### config.mk
export PLATFORM = sky130hd
export DESIGN_NAME = load_store_unit_flat
export DESIGN_NICKNAME = d
export VERILOG_FILES = /design/src/rtl/lsu_pkg.sv /design/src/rtl/load_store_unit_if.sv /design/src/rtl/lsu_lane_align.sv /design/src/rtl/load_store_unit.sv /design/src/flat_wrapper.sv
export SDC_FILE = /design/constraint.sdc
export NUM_CORES = 1
export LEC_CHECK = 0
export ABC_AREA = 1
export ABC_CLOCK_PERIOD_IN_PS = 5400
export BUFFER_PORTS_ARGS = -buffer_cell sky130_fd_sc_hd__clkbuf_2
export CAP_MARGIN = 20
export CORE_MARGIN = 8
export CORE_UTILIZATION = 54
export DETAILED_ROUTE_END_ITERATION = 6
export GPL_ROUTABILITY_DRIVEN = 0
export HOLD_SLACK_MARGIN = 0.05
export PLACE_DENSITY = 0.78
export RECOVER_POWER = 50
export SLEW_MARGIN = 20
export SYNTH_ARGS = -nofsm -noshare
export SYNTH_HDL_FRONTEND = slang
export SYNTH_HIERARCHICAL = 1
export SYNTH_SLANG_ARGS = --single-unit
### constraint.sdc
create_clock -name clk -period 5.4 [get_ports clk]
set_clock_uncertainty 0.15 [all_clocks]
set_input_delay 0.54 -clock clk [delete_from_list [all_inputs] [get_ports clk]]
set_output_delay 0.54 -clock clk [all_outputs]
set_load 0.02 [all_outputs]
### src/rtl/lsu_pkg.sv
// Shared definitions for the load/store unit: RV32I size codes, FSM states
// and the funct3 legality check.
package lsu_pkg;

    localparam logic [2:0] F3_B  = 3'b000;
    localparam logic [2:0] F3_H  = 3'b001;
    localparam logic [2:0] F3_W  = 3'b010;
    localparam logic [2:0] F3_BU = 3'b100;
    localparam logic [2:0] F3_HU = 3'b101;

    typedef enum logic [2:0] {
        IDLE,
        LOAD,
        WRITE,
        RMW_RD,
        RMW_WR,
        RESP
    } lsu_state_e;

    // Unsigned sizes only make sense for loads.
    function automatic logic f3_illegal(input logic [2:0] f3, input logic store);
        case (f3)
            F3_B, F3_H, F3_W: return 1'b0;
            F3_BU, F3_HU:     return store;
            default:          return 1'b1;
        endcase
    endfunction

endpackage

### src/rtl/load_store_unit_if.sv
// CPU-side request/response channel and memory-side bus of the load/store unit.
interface lsu_cpu_if #(parameter int WIDTH = 32);
    logic             req_valid;
    logic             req_ready;
    logic             req_store;
    logic [2:0]       req_funct3;
    logic [WIDTH-1:0] req_addr;
    logic [WIDTH-1:0] req_wdata;
    logic             resp_valid;
    logic [WIDTH-1:0] resp_rdata;
    logic             resp_err;

    modport master (output req_valid, req_store, req_funct3, req_addr, req_wdata,
                    input  req_ready, resp_valid, resp_rdata, resp_err);
    modport slave  (input  req_valid, req_store, req_funct3, req_addr, req_wdata,
                    output req_ready, resp_valid, resp_rdata, resp_err);
endinterface

interface lsu_mem_if #(parameter int WIDTH = 32);
    logic             MemRead;
    logic             MemWrite;
    logic [WIDTH-1:0] mem_addr;
    logic [WIDTH-1:0] mem_wdata;
    logic [WIDTH-1:0] mem_rdata;

    modport master (output MemRead, MemWrite, mem_addr, mem_wdata, input mem_rdata);
    modport slave  (input MemRead, MemWrite, mem_addr, mem_wdata, output mem_rdata);
endinterface

### src/rtl/lsu_lane_align.sv
// Byte/halfword lane handling: extracts and extends a load lane, and merges
// store data into a word for read-modify-write.
module lsu_lane_align #(
    parameter int WIDTH = 32
) (
    input  logic [WIDTH-1:0] word,
    input  logic [1:0]       offset,
    input  logic [1:0]       size,
    input  logic             sign_ext,
    input  logic [WIDTH-1:0] st_data,
    output logic [WIDTH-1:0] ld_val,
    output logic [WIDTH-1:0] st_word
);

    logic [7:0]  byte_v;
    logic [15:0] half_v;

    always_comb begin
        byte_v  = word[{offset, 3'b000} +: 8];
        half_v  = word[{offset[1], 4'b0000} +: 16];
        ld_val  = word;
        st_word = st_data;
        case (size)
            2'b00: begin
                ld_val  = {{(WIDTH-8){sign_ext & byte_v[7]}}, byte_v};
                st_word = word;
                st_word[{offset, 3'b000} +: 8] = st_data[7:0];
            end
            2'b01: begin
                ld_val  = {{(WIDTH-16){sign_ext & half_v[15]}}, half_v};
                st_word = word;
                st_word[{offset[1], 4'b0000} +: 16] = st_data[15:0];
            end
            default: ;
        endcase
    end

endmodule

### src/rtl/load_store_unit.sv
// Load/store unit: byte/half/word access over a word-only data memory, with
// sub-word stores done as read-modify-write. LSU_MISALIGN_TRAP_EN turns
// misaligned H/W accesses into errors instead of masking the low address bits.
module load_store_unit
    import lsu_pkg::*;
#(
    parameter int WIDTH = 32
) (
    input  logic     clk,
    input  logic     reset,
    lsu_cpu_if.slave cpu,
    lsu_mem_if.master mem
);

    lsu_state_e       state_q, state_d;
    logic             store_q, store_d;
    logic [2:0]       f3_q, f3_d;
    logic [WIDTH-1:0] addr_q, addr_d;
    logic [WIDTH-1:0] wdata_q, wdata_d;
    logic [WIDTH-1:0] rdata_q, rdata_d;
    logic [WIDTH-1:0] rmw_q, rmw_d;
    logic             err_q, err_d;

    logic             misalign;
    logic [1:0]       offset;
    logic [WIDTH-1:0] align_word, ld_val, st_word;

`ifdef LSU_MISALIGN_TRAP_EN
    assign misalign = (cpu.req_funct3[1:0] == 2'b01 && cpu.req_addr[0]) ||
                      (cpu.req_funct3[1:0] == 2'b10 && cpu.req_addr[1:0] != 2'b00);
`else
    assign misalign = 1'b0;
`endif

    // Offset is forced to the access alignment, which is also the masking
    // behaviour when misalignment is not trapped.
    always_comb begin
        case (f3_q[1:0])
            2'b00:   offset = addr_q[1:0];
            2'b01:   offset = {addr_q[1], 1'b0};
            default: offset = 2'b00;
        endcase
    end

    assign align_word = (state_q == RMW_WR) ? rmw_q : mem.mem_rdata;

    lsu_lane_align #(.WIDTH(WIDTH)) u_align (
        .word    (align_word),
        .offset  (offset),
        .size    (f3_q[1:0]),
        .sign_ext(~f3_q[2]),
        .st_data (wdata_q),
        .ld_val  (ld_val),
        .st_word (st_word)
    );

    always_comb begin
        state_d = state_q;
        store_d = store_q;
        f3_d    = f3_q;
        addr_d  = addr_q;
        wdata_d = wdata_q;
        rdata_d = rdata_q;
        rmw_d   = rmw_q;
        err_d   = err_q;
        case (state_q)
            IDLE: if (cpu.req_valid) begin
                store_d = cpu.req_store;
                f3_d    = cpu.req_funct3;
                addr_d  = cpu.req_addr;
                wdata_d = cpu.req_wdata;
                rdata_d = '0;
                err_d   = f3_illegal(cpu.req_funct3, cpu.req_store) | misalign;
                if (err_d)                     state_d = RESP;
                else if (!cpu.req_store)       state_d = LOAD;
                else if (cpu.req_funct3 == F3_W) state_d = WRITE;
                else                           state_d = RMW_RD;
            end
            LOAD: begin
                rdata_d = ld_val;
                state_d = RESP;
            end
            WRITE:  state_d = RESP;
            RMW_RD: begin
                rmw_d   = mem.mem_rdata;
                state_d = RMW_WR;
            end
            RMW_WR: state_d = RESP;
            RESP:   state_d = IDLE;
            default: state_d = IDLE;
        endcase
    end

    always_ff @(posedge clk or posedge reset) begin
        if (reset) begin
            state_q <= IDLE;
            store_q <= 1'b0;
            f3_q    <= 3'b000;
            addr_q  <= '0;
            wdata_q <= '0;
            rdata_q <= '0;
            rmw_q   <= '0;
            err_q   <= 1'b0;
        end else begin
            state_q <= state_d;
            store_q <= store_d;
            f3_q    <= f3_d;
            addr_q  <= addr_d;
            wdata_q <= wdata_d;
            rdata_q <= rdata_d;
            rmw_q   <= rmw_d;
            err_q   <= err_d;
        end
    end

    // Strobes come straight from the state register so a reset kills them at once.
    assign cpu.req_ready  = (state_q == IDLE) && !reset;
    assign cpu.resp_valid = (state_q == RESP);
    assign cpu.resp_rdata = rdata_q;
    assign cpu.resp_err   = (state_q == RESP) && err_q;

    assign mem.MemRead   = (state_q == LOAD) || (state_q == RMW_RD);
    assign mem.MemWrite  = (state_q == WRITE) || (state_q == RMW_WR);
    assign mem.mem_addr  = {addr_q[WIDTH-1:2], 2'b00};
    assign mem.mem_wdata = (state_q == WRITE)  ? wdata_q :
                           (state_q == RMW_WR) ? st_word : '0;

endmodule

### src/flat_wrapper.sv
// flat-port wrapper written by rule: the top's interface ports become plain ports
module load_store_unit_flat import lsu_pkg::*;
#(
    parameter int WIDTH = 32
)
  (clk, reset, cpu_req_valid, cpu_req_store, cpu_req_funct3, cpu_req_addr, cpu_req_wdata, cpu_req_ready, cpu_resp_valid, cpu_resp_rdata, cpu_resp_err, mem_MemRead, mem_MemWrite, mem_mem_addr, mem_mem_wdata, mem_mem_rdata);
  lsu_cpu_if #(.WIDTH(WIDTH)) cpu_i ();
  lsu_mem_if #(.WIDTH(WIDTH)) mem_i ();
  input  logic clk;
  input  logic reset;
  input wire logic [$bits(cpu_i.req_valid)-1:0] cpu_req_valid;
  input wire logic [$bits(cpu_i.req_store)-1:0] cpu_req_store;
  input wire logic [$bits(cpu_i.req_funct3)-1:0] cpu_req_funct3;
  input wire logic [$bits(cpu_i.req_addr)-1:0] cpu_req_addr;
  input wire logic [$bits(cpu_i.req_wdata)-1:0] cpu_req_wdata;
  output wire logic [$bits(cpu_i.req_ready)-1:0] cpu_req_ready;
  output wire logic [$bits(cpu_i.resp_valid)-1:0] cpu_resp_valid;
  output wire logic [$bits(cpu_i.resp_rdata)-1:0] cpu_resp_rdata;
  output wire logic [$bits(cpu_i.resp_err)-1:0] cpu_resp_err;
  output wire logic [$bits(mem_i.MemRead)-1:0] mem_MemRead;
  output wire logic [$bits(mem_i.MemWrite)-1:0] mem_MemWrite;
  output wire logic [$bits(mem_i.mem_addr)-1:0] mem_mem_addr;
  output wire logic [$bits(mem_i.mem_wdata)-1:0] mem_mem_wdata;
  input wire logic [$bits(mem_i.mem_rdata)-1:0] mem_mem_rdata;
  assign cpu_i.req_valid = cpu_req_valid;
  assign cpu_i.req_store = cpu_req_store;
  assign cpu_i.req_funct3 = cpu_req_funct3;
  assign cpu_i.req_addr = cpu_req_addr;
  assign cpu_i.req_wdata = cpu_req_wdata;
  assign cpu_req_ready = cpu_i.req_ready;
  assign cpu_resp_valid = cpu_i.resp_valid;
  assign cpu_resp_rdata = cpu_i.resp_rdata;
  assign cpu_resp_err = cpu_i.resp_err;
  assign mem_MemRead = mem_i.MemRead;
  assign mem_MemWrite = mem_i.MemWrite;
  assign mem_mem_addr = mem_i.mem_addr;
  assign mem_mem_wdata = mem_i.mem_wdata;
  assign mem_i.mem_rdata = mem_mem_rdata;
  load_store_unit #(.WIDTH(WIDTH)) u_core (.clk(clk), .reset(reset), .cpu(cpu_i), .mem(mem_i));
endmodule
==> results.cfg, run 1 <==
[worst_setup_path]
crit_fanout = 35
crit_path_max_incr_delay_ps = 630
end_kind = output pin
crit_required_ps = 4710
crit_chain = nor2_4, nand2_2, buf_4, a21oi_1, inv_1, o22ai_1, nand2_1, nand2_1, nand3_1, o21ai_0, clkbuf_2
cp.arrival_ps = 3480
path_class = register to output pin
slowest_stage = nor2_4
cpMostUsedCell = nand2_1
setup.worst_path.start_class = register

[cells_and_area]
fin_area_sq_mm = 0.009290
fin_util = 0.6416
n_antenna_cell = 0
fin_cells = 1506
final_cell_mix = nand2_1, clkbuf_2, dfrtp_1
drive_gt1_frac = 0.1634
layout_commonest_cell = nand2_1
layout.nets = 1417
area_growth_pct = 16.29

[floorplan]
die_h_microns = 137.6
row_count = 44
die_w_microns = 137.6
core_area_sq_mm = 0.01448
io_pins = 204
floorplan.initialDensity = 0.5518
dieArea_sq_mm = 0.01894

[run_status]
violations = capacitance limit, slew limit
status = finished with violations

[clock_tree]
numCtsBuffers = 17
h-tree-depth = 4
post_cts_resized = 0
cts_setup_buffers = 0
max-clock-path-buffers = 2
path_clk_slew_ps = 60
clock-root-buffer = clkbuf_16
cts_hold_buf = 0
clk_latency_ps = 420
clock-sinks = 135
cts_tree = built

[synth]
synth_top_area_share = 0.4229
ys_types = 34
ys.warnings.count = 6
synth_area_sq_mm = 0.007989
synth_flop_cell = dfrtp_1
avgSynthCellArea_sq_um = 6.816
syn_inst = 1172
synth-edff-count = 0
synth-seq-area-share = 0.4229
synth-seq-cells = 135
async_reset_ff_frac = 1.000
synth_top_cell_by_area = dfrtp_1
yosys-top-cells-area = dfrtp_1, nand2_1, o21ai_0

[placed_design]
place_inst = 1474
dpl_cell_area_sq_mm = 0.008768
hpwl_microns = 17750
preCtsSetupSlack_ps = 1737
numPortBuffers = 201

[grt]
grt-ovfl-total = 0
antenna_found_initial = 0
grtUsageMet3 = 0.07768
grt_use_met2 = 0.3814
grt_pass1_wl_microns = 38470
grt_max_degree = 74
use_met1 = 0.3425
grtUsageTotal = 0.2599
busiest_layer = met2
grt_pass1_vias = 7680

[power_and_ir_drop]
power_leakage_nw = 5.125
p_per_area_mw_per_mm2 = 677.3
p_total_mw = 6.292
vdd_drop_max_mv = 0.3725

[job]
drv_cap = 3

[sta]
tightest_slew_ps = 2711
rsz0062_at_grt = false
fin_crit_ps = 4171
final-setup-viol-count = 0
slew_headroom = -0.8174
holdWs_ps = 158.5
post-route-period-util = 0.7723
slew_viol_final = 140
setup_ws_ps = 1229
final_hold_viol_count = 0
max_freq_mhz = 239.8
setup_tns_ps = 0

[detailed_routing]
ant_nets = 0
wl_per_cell_microns = 16.10
dr.pass1.iters = 6
drc = 0
wirelength_microns = 24240
drt_iter0_drc = 973
dr_total_vias = 7990
vias_per_cell = 5.305

[hold_path]
worstHoldPathType = primary input to register
==> worst max-delay path, delay by kind of cell (launching register included) <==
family          cells  cell delay (ps)
flops               1              450
simple gates        5             1240
compound gates      3              650
buf+inv             3              710
==> report_power, final <==
group / switching [mW] / leakage (nW) / internal (mW)
registers: 0.341 / 1.64 / 1.49
logic: 2.35 / 3.21 / 0.970
clock network: 0.422 / 0.280 / 0.727
==> per-layer routing <==
layer	part of all wire	wire [microns]	up-vias
met3	0.11	2707	70
met5	0	0	-
li1	-	-	3917
met1	0.42	10240	3582
met4	0.034	818	0
met2	0.43	10480	421
==> path summary, 6_finish.rpt <==
| kind | cells after the start | startpoint | slack (ps) | to |
|---|---|---|---|---|
| max in group asynchronous | 3 | reset | 1470 | u_core/rmw_q[19] |
| min in group asynchronous | 2 | reset | 720 | u_core/addr_q[30] |
| worst max-delay path | 11 | u_core/state_q[1] | 1230 | mem_mem_wdata[31] |
| worst min register to register | 2 | u_core/cpu.resp_rdata[25] | 320 | u_core/cpu.resp_rdata[25] |
| worst max register to register | 12 | u_core/state_q[1] | 2130 | u_core/cpu.resp_rdata[13] |
| worst min-delay path | 3 | cpu_req_addr[30] | 160 | u_core/addr_q[30] |
==> cell usage after synthesis (7+ instances only) <==
cell type  number
nand3_1       102
nor2_1         66
buf_4          36
buf_2          27
inv_1          94
a21oi_1        33
dfrtp_1       135
o21ai_0       119
nand2_1       469
o22ai_1         8
clkbuf_1       30
and3_1          7
==> logic make-up after synthesis <==
kind of cell / after synthesis / synth area share
compound gates: 169 / 0.1088
fa+ha+maj: 5 / 0.007831
buf+inv: 198 / 0.1182
flops: 135 / 0.4229
other cells: 1 / 0.0004694
simple gates: 664 / 0.3417
==> sequential cells by signal, summed over array words and instances, names as in the netlist <==
| name | flops |
|---|---|
| u_core/state_q | 3 |
| u_core/cpu.resp_rdata | 32 |
| u_core/err_q | 1 |
| u_core/f3_q | 3 |
| u_core/wdata_q | 32 |
| u_core/rmw_q | 32 |
| u_core/addr_q | 32 |
==> final cells by class <==
cell class	count	area, sq um
clock buffer	25	495.5
clock inverter	7	92.59
inverter	101	382.9
timing repair buffer	214	1033
sequential	135	3378
tap	184	230.2
multi-input combinational	840	3677
fill	1387	5189
Note: power is estimated with default switching activity, not from simulation.
==> run 2: changes to the inputs <==
--- a/config.mk
+++ b/config.mk
@@ -6,7 +6,7 @@
 export NUM_CORES = 1
 export LEC_CHECK = 0
 export ABC_AREA = 1
-export ABC_CLOCK_PERIOD_IN_PS = 5400
+export ABC_CLOCK_PERIOD_IN_PS = 4000
 export BUFFER_PORTS_ARGS = -buffer_cell sky130_fd_sc_hd__clkbuf_2
 export CAP_MARGIN = 20
 export CORE_MARGIN = 8
==> constraint.sdc (replaced) <==
create_clock -name clk -period 4 [get_ports clk]
set_clock_uncertainty 0.15 [all_clocks]
set_input_delay 0.4 -clock clk [delete_from_list [all_inputs] [get_ports clk]]
set_output_delay 0.4 -clock clk [all_outputs]
set_load 0.02 [all_outputs]
==> results.cfg, run 2 (synthesis results as in run 1) <==
[run_status]
status = finished with violations
violations = capacitance limit, slew limit

[grt]
grt-ovfl-total = 0
grtUsageTotal = 0.2591
grt_pass1_vias = 7658
antenna_found_initial = 0
grt_max_degree = 100
grt_pass1_wl_microns = 38450

[cells_and_area]
n_antenna_cell = 0
drive_gt1_frac = 0.1507
layout.nets = 1475
final_cell_mix = nand2_1, clkbuf_2, dfrtp_1
fin_util = 0.6829
fill_cells = 1277
layout_commonest_cell = nand2_1
area_growth_pct = 23.76

[clock_tree]
numCtsBuffers = 17
cts_tree = built
path_clk_slew_ps = 60
clock-sinks = 135
max-clock-path-buffers = 2
h-tree-depth = 4
clock-root-buffer = clkbuf_16
clk_latency_ps = 420

[worst_setup_path]
cp_top_family = simple AND/OR/NAND/NOR gates
path_class = register to output pin
crit_chain = nor2_1, nand2_2, a21oi_1, nand3_1, and3_1, nand2_1, nand3_1, o21ai_0, clkbuf_2
crit_path_max_incr_delay_ps = 700
setup.worst_path.start_class = register
crit_required_ps = 3450
crit_fanout = 53
cp.arrival_ps = 3080
path_buf_inv = 1
cpMostUsedCell = nand3_1
slowest_stage = a21oi_1
end_kind = output pin

[detailed_routing]
vias_per_cell = 5.230
drt_iter0_drc = 811
wl_per_cell_microns = 15.74
dr_total_vias = 8179
drc = 0
wirelength_microns = 24620
ant_nets = 0
dr.pass1.iters = 6

[power_and_ir_drop]
power_leakage_nw = 5.356
p_per_area_mw_per_mm2 = 869.3
vdd_drop_max_mv = 0.5041

[floorplan]
die_h_microns = 137.6
row_count = 44
io_pins = 204
core_area_sq_mm = 0.01448
dieArea_sq_mm = 0.01894
floorplan.initialDensity = 0.5518
die_w_microns = 137.6

[sta]
final-setup-viol-count = 0
final_hold_viol_count = 0
slew_headroom = -0.2238
fin_crit_ps = 3630
post-route-period-util = 0.9074
setup_tns_ps = 0
max_freq_mhz = 275.5
rsz0062_at_grt = false
tightest_slew_ps = 1826
slew_viol_final = 40

[job]
drv_cap = 1

[placed_design]
hpwl_microns = 17350
numPortBuffers = 201

[hold_path]
worstHoldPathType = primary input to register
## run 2: cell types whose count changed in the layout (fill, tap and decap cells not counted), sizes merged
cell         previous run  this run
inv                    99       102
dlygate4sd3             0        55
buf                    11        13
clkbuf                228       221
clkinv                  3         6
bufinv                  2         4
## run 2: routing by layer
| layer | global-route usage | part of all wire |
|---|---|---|
| met1 | 0.3452 | 0.42 |
| met2 | 0.3965 | 0.46 |
| met3 | 0.06382 | 0.096 |
| met4 | 0.1038 | 0.021 |
| met5 | 0 | 0 |
## run 2: metrics by stage
stage                     cell area (sq um)  power [mW]  setup slack [ps]  cells  hold WS (ps)
after floorplan                        7996       5.817              1023   1173         290.9
after global placement                 8797       6.795              1009   1476         304.1
after detailed placement               8812       6.906             973.6   1477         310.0
after CTS                              9990       8.631             485.0   1564         50.23
after global routing                   9887       9.254             73.12   1564         58.40
final                                  9887       8.595             370.5   1564         55.71
## run 2: repair_timing
action	4_1_cts	5_1_grt
hold buffers	55	0
hold endpoints to repair	92	0
resized for setup	0	0
setup buffers	0	0
## run 2: area by class of cell
cell class	count	area (sq um)	share of cell area
repair buffers	272	1609	0.1627
clock buffers	17	425.4	0.04303
well taps	184	230.2	0.02329
inverters	101	382.9	0.03872
clock inverters	15	201.4	0.02037
flip-flops and latches	135	3378	0.3417
multi-input cells	840	3660	0.3702
## run 2: tightest hold or removal path: stages
cell and delay, ps:
clkbuf_2 70, nand2_1 50, nand2_1 60
## run 2: power breakdown
group | internal, mW | total (mW) | switching (mW)
logic | 1.35 | 4.51 | 3.16
registers | 2.01 | 2.43 | 0.423
clock network | 1.05 | 1.66 | 0.613
total | 4.40 | 8.59 | 4.19
## run 2: worst paths after layout
kind                                            from                   endpoint  slack (ps)  cells past startpoint
max                                u_core/state_q[1]          mem_mem_wdata[23]         370                      9
max in group asynchronous                      reset          u_core/addr_q[16]        1330                      4
min in group asynchronous                      reset          u_core/addr_q[31]         850                      3
min reg2reg                u_core/cpu.resp_rdata[21]  u_core/cpu.resp_rdata[21]         320                      2
min                                 cpu_req_addr[19]          u_core/addr_q[19]          60                      3
max reg2reg                        u_core/state_q[1]           u_core/addr_q[0]         500                      7
==> run 3: changes to the inputs <==
--- a/config.mk
+++ b/config.mk
@@ -5,16 +5,16 @@
 export SDC_FILE = /design/constraint.sdc
 export NUM_CORES = 1
 export LEC_CHECK = 0
-export ABC_AREA = 1
 export ABC_CLOCK_PERIOD_IN_PS = 4000
-export BUFFER_PORTS_ARGS = -buffer_cell sky130_fd_sc_hd__clkbuf_2
 export CAP_MARGIN = 20
 export CORE_MARGIN = 8
-export CORE_UTILIZATION = 54
+export CORE_UTILIZATION = 64
+export CTS_CLUSTER_SIZE = 12
 export DETAILED_ROUTE_END_ITERATION = 6
+export DONT_BUFFER_PORTS = 1
 export GPL_ROUTABILITY_DRIVEN = 0
 export HOLD_SLACK_MARGIN = 0.05
-export PLACE_DENSITY = 0.78
+export PLACE_DENSITY = 0.77
 export RECOVER_POWER = 50
 export SLEW_MARGIN = 20
 export SYNTH_ARGS = -nofsm -noshare
==> results.cfg, run 3 <==
[detailed_routing]
wl_met2_microns = 11520
drc = 0
wl_met3_microns = 2423
vias_per_cell = 6.497
drt_iter0_drc = 589
ant_nets = 0
wirelength_microns = 23760
dr.pass1.iters = 7
met1_length_microns = 8996
wl_per_cell_microns = 24.37
routed.top_layer = met4
dr_total_vias = 6335

[sta]
fin_crit_ps = 3841
tightest_slew_ps = 1832
post-route-period-util = 0.9604
slew_headroom = -0.2211
holdWs_ps = 101.3
slew_viol_final = 136
max_freq_mhz = 260.3
rsz0062_at_grt = false
setup_tns_ps = 0
setup_ws_ps = 158.6
final_hold_viol_count = 0
final-setup-viol-count = 0

[run_status]
status = finished with violations
violations = capacitance limit, slew limit

[hold_path]
min_path_cells = 2
worstHoldPathType = primary input to register
hp-start = cpu_req_funct3[2]
min_to = u_core/state_q[2]

[synth]
yosys-top-cells-area = dfrtp_1, mux2_2, a22o_1
synth-seq-area-share = 0.4215
async_reset_ff_frac = 1.000
synth_top_cell_by_area = dfrtp_1
synth-edff-count = 0
syn_inst = 745
ys_types = 56
synth_flop_cell = dfrtp_1
synth_top_area_share = 0.4215
synth_commonest_cells = mux2_2, dfrtp_1, nand2_1
synth.most_common_cell = mux2_2
synth_area_sq_mm = 0.008015
ys.warnings.count = 6
avgSynthCellArea_sq_um = 10.76
synth-seq-cells = 135

[power_and_ir_drop]
p_total_mw = 8.432
vdd_drop_max_mv = 0.5286
p_per_area_mw_per_mm2 = 898.3
power_leakage_nw = 3.896

[cells_and_area]
layout_commonest_cell = mux2_2
multiInputGateArea_sq_mm = 0.004035
drive_gt1_frac = 0.2491
fin_area_sq_mm = 0.009387
layout.nets = 898
area_growth_pct = 17.11
final_cell_mix = mux2_2, dfrtp_1, nand2_1
seq_area_sq_mm = 0.003379
fill_cells = 829
n_antenna_cell = 0

[placed_design]
hpwl_microns = 15550
numPortBuffers = 0
dpl_cell_area_sq_mm = 0.007786
preCtsSetupSlack_ps = 607.1

[worst_setup_path]
cpMostUsedCell = a22o_1
path_buf_inv = 1
rrSetupSlack_ps = 810
reg2reg_to = u_core/cpu.resp_rdata[23]
cp_top_family = simple AND/OR/NAND/NOR gates
crit_chain = nor2b_4, buf_4, nor2b_1, a22o_1, a221o_1, a22o_1
reg2reg_from = u_core/state_q[2]
crit_path_max_incr_delay_ps = 860
crit_required_ps = 3450
path_class = register to output pin
cp.arrival_ps = 3290
crit_fanout = 26
worst-r2r-cell-count = 8
slowest_stage = nor2b_1
end_kind = output pin
setup.worst_path.start_class = register

[grt]
grtUsageTotal = 0.2937
grt_pass1_wl_microns = 36870
grt_max_degree = 136
grt_pass1_vias = 6490
grt-ovfl-total = 0
antenna_found_initial = 0

[floorplan]
row_count = 41
die_w_microns = 127.9
dieArea_sq_mm = 0.01636
die_h_microns = 127.9
floorplan.initialDensity = 0.6456
io_pins = 204
core_area_sq_mm = 0.01241

[clock_tree]
cts_tree = built
numCtsBuffers = 17
path_clk_slew_ps = 60
clock-sinks = 135
clock-root-buffer = clkbuf_16
h-tree-depth = 4
clk_latency_ps = 420
max-clock-path-buffers = 2

[job]
drv_cap = 1
## run 3: changes by cell type after synthesis, sizes merged, moves of 60 or more
cell | previous run | this run
nor2 | 72 | 12
nand2 | 476 | 109
mux2 | 0 | 140
o21ai | 125 | 52
inv | 100 | 14
nand3 | 104 | 0
## run 3: worst max-delay path by stage
stage,depth (start not counted),from,slack [ps],to
finish,6,u_core/f3_q[1],160,mem_mem_wdata[8]
global route,8,u_core/f3_q[1],10,mem_mem_wdata[17]
CTS,8,u_core/f3_q[1],130,mem_mem_wdata[20]
detailed placement,8,u_core/f3_q[1],610,mem_mem_wdata[20]
floorplan,8,u_core/f3_q[1],690,mem_mem_wdata[16]
global placement,8,u_core/f3_q[1],800,mem_mem_wdata[21]
## run 3: area by class of cell
type	count	share of cell area
multi-input cells	509	0.4299
flip-flops and latches	135	0.3600
repair buffers	113	0.1192
clock buffers	18	0.04572
well taps	172	0.02293
clock inverters	14	0.01600
inverters	14	0.006265
## run 3: layer usage
metal | track usage | vias up
met2 | 0.4664 | 400
met3 | 0.08943 | 72
met5 | 0 | -
met4 | 0.1399 | 0
li1 | - | 2784
met1 | 0.3587 | 3079
## run 3: cell families (layout without fill, tap and decap cells)
| family | Yosys count | after routing | synth area share |
|---|---|---|---|
| flops | 135 | 135 | 0.4215 |
| mux | 156 | 156 | 0.2167 |
| buf+inv | 102 | 159 | 0.08008 |
| compound gates | 182 | 182 | 0.1730 |
| other cells | 1 | 2 | 0.0004679 |
| simple gates | 163 | 163 | 0.09929 |
| fa+ha+maj | 6 | 6 | 0.009054 |
## run 3: metrics by stage
stage / std cells / util
after CTS: 975 / 0.7569
after detailed placement: 840 / 0.6272
after global routing: 975 / 0.7561
final: 975 / 0.7561
after floorplan: 746 / -
after global placement: 840 / 0.6272
## run 3: repair_timing
item / in CTS / in global routing
hold endpoints to repair: 237 / 0
hold buffers: 103 / 0
resized for setup: 0 / 1
endpoints found under the setup margin: 0 / 8
setup buffers: 0 / 0
## run 3: power breakdown
part	internal, mW	switching [mW]
clock	0.921	0.614
sequential	2.03	1.02
combinational	1.68	2.17
## run 3: worst reg2reg max path, stage by stage, from the launching register on
cell and delay (ps):
dfrtp_1 600, nor3b_4 300, buf_12 320, mux2_2 510
mux2_2 330, a2bb2oi_2 480, o21ai_0 190, nand2_1 110
o21ai_1 70
